[src/rtl/cpri_rx_unpack.sv]
// rtl/cpri_rx_unpack.sv - CPRI RX chip unpacker: header strip, payload FIFO, RE serializer
// Consumes chip-addressed 64-bit words and emits two 16/16 I/Q RE samples per payload word.
module cpri_rx_unpack #(
  parameter int FIFO_DEPTH   = 32,
  parameter int AFULL_MARGIN = 12,
  parameter int HDR_WORDS    = 4,
  parameter int CHIP_LAST    = 95
) (
  input  logic        i_clk,
  input  logic        i_reset,
  input  logic        i_tvalid,
  input  logic [63:0] i_tx_data,
  input  logic [6:0]  i_tx_addr,
  input  logic        i_tx_last,
  input  logic [31:0] i_fft_agc,
  output logic        o_rd_en,
  input  logic        i_re_rdy,
  output logic        o_re_vld,
  output logic [31:0] o_re_data,
  output logic [7:0]  o_re_idx,
  output logic        o_re_first,
  output logic        o_re_last,
  output logic [6:0]  o_slot_idx,
  output logic [3:0]  o_symb_idx,
  output logic [31:0] o_agc,
  output logic        o_seq_err,
  output logic        o_ovf,
  output logic [15:0] o_err_cnt
);

  localparam int AW = $clog2(FIFO_DEPTH);
  localparam logic [6:0]  ADDR_LAST    = 7'(CHIP_LAST);
  localparam logic [6:0]  ADDR_HDR_END = 7'(HDR_WORDS - 1);
  localparam logic [6:0]  ADDR_PAY0    = 7'(HDR_WORDS);
  localparam logic [AW:0] CNT_DEPTH    = (AW+1)'(FIFO_DEPTH);
  localparam logic [AW:0] CNT_AFULL    = (AW+1)'(FIFO_DEPTH - AFULL_MARGIN);

  typedef enum logic [1:0] {S_IDLE, S_HDR, S_PAY, S_RESYNC} state_t;

  typedef struct packed {
    logic [6:0]  slot;
    logic [3:0]  symb;
    logic [31:0] agc;
    logic        first;
    logic        last;
    logic [63:0] data;
  } entry_t;

  state_t        state, state_n;
  logic [6:0]    exp_addr, exp_n;
  logic [6:0]    slot_q, slot_n;
  logic [3:0]    symb_q, symb_n;
  logic          seq_err_n, ovf_n;
  logic          addr_ok;

  entry_t        mem [FIFO_DEPTH];
  entry_t        head, wr_entry;
  logic [AW-1:0] wr_ptr, rd_ptr;
  logic [AW:0]   count;
  logic          empty, full, wr, pop, load;

  logic          phase;
  logic [6:0]    k, k_eff;

  assign empty = (count == '0);
  assign full  = (count == CNT_DEPTH);
  assign head  = mem[rd_ptr];
  assign load  = ~o_re_vld | i_re_rdy;
  assign pop   = load & ~empty & phase;
  assign k_eff = head.first ? 7'd0 : k;

  // A word is in sequence only if its address matches and its last flag agrees with it.
  assign addr_ok = (i_tx_addr == exp_addr) && (i_tx_last == (i_tx_addr == ADDR_LAST));

  assign wr_entry = {slot_q, symb_q, i_fft_agc, (i_tx_addr == ADDR_PAY0),
                     (i_tx_addr == ADDR_LAST), i_tx_data};

  always_comb begin
    state_n   = state;
    exp_n     = exp_addr;
    slot_n    = slot_q;
    symb_n    = symb_q;
    wr        = 1'b0;
    seq_err_n = 1'b0;
    ovf_n     = 1'b0;
    case (state)
      S_IDLE, S_RESYNC: begin
        if (i_tvalid && i_tx_addr == 7'd0) begin
          state_n = S_HDR;
          exp_n   = 7'd1;
        end
      end
      S_HDR, S_PAY: begin
        if (i_tvalid) begin
          if (!addr_ok) begin
            seq_err_n = 1'b1;
            if (i_tx_addr == 7'd0) begin
              state_n = S_HDR;
              exp_n   = 7'd1;
            end else begin
              state_n = S_RESYNC;
            end
          end else if (state == S_HDR) begin
            exp_n = exp_addr + 7'd1;
            if (i_tx_addr == 7'd3) begin
              slot_n = i_tx_data[18:12];
              symb_n = i_tx_data[11:8];
            end
            if (i_tx_addr == ADDR_HDR_END) state_n = S_PAY;
          end else if (full && !pop) begin
            // Drop the rest of the chip rather than resume it with a hole.
            ovf_n   = 1'b1;
            state_n = S_RESYNC;
          end else begin
            wr = 1'b1;
            if (i_tx_addr == ADDR_LAST) begin
              state_n = S_HDR;
              exp_n   = 7'd0;
            end else begin
              exp_n = exp_addr + 7'd1;
            end
          end
        end
      end
      default: state_n = S_IDLE;
    endcase
  end

  always_ff @(posedge i_clk) begin
    if (i_reset) begin
      state     <= S_IDLE;
      exp_addr  <= '0;
      slot_q    <= '0;
      symb_q    <= '0;
      o_seq_err <= 1'b0;
      o_ovf     <= 1'b0;
      o_err_cnt <= '0;
      o_rd_en   <= 1'b0;
    end else begin
      state     <= state_n;
      exp_addr  <= exp_n;
      slot_q    <= slot_n;
      symb_q    <= symb_n;
      o_seq_err <= seq_err_n;
      o_ovf     <= ovf_n;
      o_rd_en   <= (count < CNT_AFULL);
      if ((seq_err_n || ovf_n) && o_err_cnt != 16'hFFFF) o_err_cnt <= o_err_cnt + 16'd1;
    end
  end

  always_ff @(posedge i_clk) begin
    if (wr) mem[wr_ptr] <= wr_entry;
  end

  always_ff @(posedge i_clk) begin
    if (i_reset) begin
      wr_ptr <= '0;
      rd_ptr <= '0;
      count  <= '0;
    end else begin
      if (wr)  wr_ptr <= wr_ptr + 1'b1;
      if (pop) rd_ptr <= rd_ptr + 1'b1;
      count <= count + {{AW{1'b0}}, wr} - {{AW{1'b0}}, pop};
    end
  end

  // The head entry stays in the FIFO until its upper half has been loaded.
  always_ff @(posedge i_clk) begin
    if (i_reset) begin
      phase      <= 1'b0;
      k          <= '0;
      o_re_vld   <= 1'b0;
      o_re_data  <= '0;
      o_re_idx   <= '0;
      o_re_first <= 1'b0;
      o_re_last  <= 1'b0;
      o_slot_idx <= '0;
      o_symb_idx <= '0;
      o_agc      <= '0;
    end else if (load) begin
      if (!empty) begin
        o_re_vld   <= 1'b1;
        o_re_data  <= phase ? head.data[63:32] : head.data[31:0];
        o_re_idx   <= {k_eff, phase};
        o_re_first <= head.first & ~phase;
        o_re_last  <= head.last & phase;
        o_slot_idx <= head.slot;
        o_symb_idx <= head.symb;
        o_agc      <= head.agc;
        if (phase) begin
          phase <= 1'b0;
          k     <= k_eff + 7'd1;
        end else begin
          phase <= 1'b1;
        end
      end else begin
        o_re_vld <= 1'b0;
      end
    end
  end

endmodule

[config.mk]
export PLATFORM = sky130hd
export DESIGN_NAME = cpri_rx_unpack
export DESIGN_NICKNAME = d
export VERILOG_FILES = /design/src/rtl/cpri_rx_unpack.sv
export SDC_FILE = /design/constraint.sdc
export NUM_CORES = 2
export LEC_CHECK = 0
export CORE_UTILIZATION = 65
export DETAILED_ROUTE_END_ITERATION = 8
export PLACE_DENSITY = 0.79
export SYNTH_ARGS = -nofsm -noshare
export SYNTH_HDL_FRONTEND = slang
export SYNTH_SLANG_ARGS = --single-unit
[constraint.sdc]
create_clock -name i_clk -period 26.4 [get_ports i_clk]
set_input_delay 6.6 -clock i_clk [delete_from_list [all_inputs] [get_ports i_clk]]
set_output_delay 6.6 -clock i_clk [all_outputs]
set_load 0.05 [all_outputs]
==> reports/metrics.cfg <==
[clock_network]
holdBufCountCts = 0
cts_max_path_buffers = 4
cts.sinks = 3642
clock_latency_ns = 1.00
root_buffer = clkbuf_16
cts_tree = yes
cts_resized = 0
cts_setup_buffers = 0
htreeDepth = 5
clk_pin_slew_ns = 0.06
cts_buffers = 361

[floorplanning]
die_width_um = 463.2
start_util_pct = 65.70
coreArea_mm2 = 0.2104
placementRows = 168
die-area_mm2 = 0.2145
die_h_um = 463.2
io_pins = 213

[synth]
syn_avg_cell_area_um2 = 23.52
synth-seq-cells = 3642
synthArstFlopShare_pct = 0
ys_top_cells_by_area = edfxtp_1 76%, mux4_2 17%, dfxtp_1 2.2%
synth_cell_types = 60
ys_seq_area_share_pct = 77.99
syn_inst = 5877
syn_area_mm2 = 0.1382
synth_top_area_share_pct = 75.76
ys.flop_type = edfxtp_1
synth_top_area_cell = edfxtp_1
synth_edf_count = 3488
yosys_warnings = 0
syn_nets = 6006

[setup_path]
cp_slowest_cell = nor2_4
cpPeakStageDelay_ns = 1.14
r2r_setup_slack_ns = 19.52
critPathMaxFanout = 45
cp_top_family = simple AND/OR/NAND/NOR gates
cpMostUsedCell = buf_4
crit_buf_inv = 4
crit_type = input pin to register
critical_path.startpoint_type = input pin
cp-end-kind = register
crit_chain = clkdlybuf4s50_1, nand2b_1, nand3_1, inv_1, o21ai_0, nor3b_4, nand2_1, nor2_4, buf_4, buf_4
critPathArrivalTime_ns = 12.89
cp.required_ns = 26.97

[placement]
dp_slack_ns = 13.51
dp_cells = 8730
place.detailed.hpwl_um = 184300
io_buffers = 212
routabilityCongestion = 0.8406

[global_route]
grt_usage_pct = 37.13
grt_pass1_vias = 72460
grt_max_degree = 136
grt-ovfl-total = 0
grt_antenna_before_repair = 33
grt_first_pass_wirelength_um = 553300

[power]
clkPwrFrac_pct = 37.7
power_uw = 14160
internal_power_uw = 10480
p_leak_uw = 0.04812
power_frac_seq_pct = 45.8
switchingPower_uw = 3679
ir_drop_mv = 0.09927
cellPowerDensity_mw_per_mm2 = 90.80
pwr-share-comb_pct = 16.4
switching_share_pct = 25.98

[sta]
post-route-period-util_pct = 46.64
max_freq_mhz = 81.22
fin_skew_ns = 0.06067
worst_slew_pin_slew_ns = 1.513
finalSetupViolations = 0
slew_viol_final = 66
layout_setup_ws_ns = 14.09
tns_ns = 0
fin_crit_ns = 12.31
slew_headroom_pct = -1.196
rsz0062_at_grt = no
finalHoldViolations = 0

[finish]
regArea_mm2 = 0.1078
syn_to_final_growth_pct = 12.82
multi_input_area_mm2 = 0.02910
final_cells = 9390
layout-drive-gt1-share_pct = 27.36
num-fill-cells = 10120
nets = 6417

[routing]
post_drt_wl_per_cell_um = 41.88
wl_um = 393300
antenna_left = 0
vias = 70800
drt-vias-per-instance = 7.540
drc = 0
drt_iter0_markers = 13080
drt_pass1_iterations = 6

[outcome]
violations = max-capacitance violations, max-slew violations
status = finished, violations left

[worst_hold_path]
hp-class = register to register

[flow_run]
cap_violations = 3

[state kept, by name, indices dropped and copies added (netlist names), 2 cells and up, named ones only]
name,flops
o_slot_idx,7
k,7
mem,3488
slot_q,7
o_err_cnt,16
count,6
state,2
o_re_data,32
o_agc,32
o_symb_idx,4
wr_ptr,5
rd_ptr,5
exp_addr,7
o_re_idx,8
symb_q,4
[logic make-up (layout without fill, tap and decap cells)]
kind of cell,count (synthesis),count (layout),synth area share [%]
compound gates,206,206,1.064
xor+xnor,39,39,0.2471
fa+ha+maj,21,21,0.1955
buf+inv,335,1027,1.149
flops,3642,3642,77.99
mux,1115,1115,17.60
other cells,0,16,0
simple gates,519,519,1.751
[final cells by class]
cell class	count	area share [%]
tap	2805	2.250
multi-input combinational	1900	18.65
clock inverter	191	1.428
sequential	3642	69.14
antenna	16	0.02567
clock buffer	453	6.270
inverter	20	0.05294
timing repair buffer	363	2.176
[tightest hold or removal path: stages (launching register included)]
cell,delay [ns]
dfxtp_1,0.32
nand2_1,0.06
a21oi_1,0.05
[power by group through the flow]
stage | clock [uW] | combinational, uW | sequential [uW]
after global routing | 5550 | 2400 | 6490
after floorplan | 0 | 1420 | 6730
after detailed placement | 0 | 2250 | 6610
after global placement | 0 | 2210 | 6610
after CTS | 5350 | 2320 | 6490
final | 5350 | 2330 | 6490
[synthesized netlist by cell type, drive strengths merged, types with 2 or more instances]
| master | n |
|---|---|
| a2111oi | 6 |
| a211oi | 12 |
| a21oi | 39 |
| a221oi | 3 |
| a22o | 4 |
| a22oi | 32 |
| a311oi | 46 |
| a31oi | 11 |
| and2 | 6 |
| and3 | 32 |
| and4bb | 2 |
| buf | 181 |
| clkbuf | 134 |
| dfxtp | 154 |
| edfxtp | 3488 |
| ha | 20 |
| inv | 19 |
| mux2 | 7 |
| mux2i | 56 |
| mux4 | 1052 |
| nand2 | 174 |
| nand2b | 10 |
| nand3 | 22 |
| nand3b | 7 |
| nand4 | 12 |
| nor2 | 159 |
| nor2b | 17 |
| nor3 | 33 |
| nor3b | 5 |
| nor4 | 27 |
| o21ai | 17 |
| o22ai | 29 |
| o31ai | 2 |
| or3 | 8 |
| xnor2 | 21 |
| xor2 | 18 |
[cells in the final DEF (no fill, tap or decap), types with 17 or more instances in the layout]
master              n
nor2b_1            17
nor2_1            126
clkbuf_8           24
o22ai_1            29
clkinv_2           62
clkinv_1           55
nand2_1           171
ha_1               20
inv_1              19
edfxtp_1         3488
xor2_1             18
dfxtp_1           147
nand3_1            22
clkdlybuf4s50_1   208
clkbuf_16         369
nor4_1             26
bufinv_16          50
a21oi_1            39
and3_1             32
mux2i_1            56
clkbuf_1           61
nor3_1             33
buf_4             139
mux4_2           1052
xnor2_1            21
a311oi_1           46
nor2_4             33
o21ai_0            17
a22oi_1            32
[final timing paths]
check,start,end,depth (start not counted)
min,o_re_idx[1],o_re_idx[1],2
max,i_re_rdy,mem[21][93],10
max reg2reg,count[5],mem[21][93],11
min reg2reg,o_re_idx[1],o_re_idx[1],2
[through the flow]
step / hold slack [ns] / area, um^2 / util [%]
after floorplan: 0.4197 / 138200 / -
after global placement: 0.4341 / 143900 / 68.41
after detailed placement: 0.4558 / 143900 / 68.41
after CTS: 0.4766 / 155900 / 74.11
after global routing: 0.4904 / 155900 / 74.12
final: 0.4770 / 156000 / 74.13
[layer usage]
metal,up-vias,share of wire (%),global-route usage (%)
li1,25920,-,-
met1,36380,32,48.88
met2,7099,48,58.39
met3,1382,14,9.154
met4,30,6.1,19.56
met5,-,0.051,0
(Power assumes the default switching activity.)
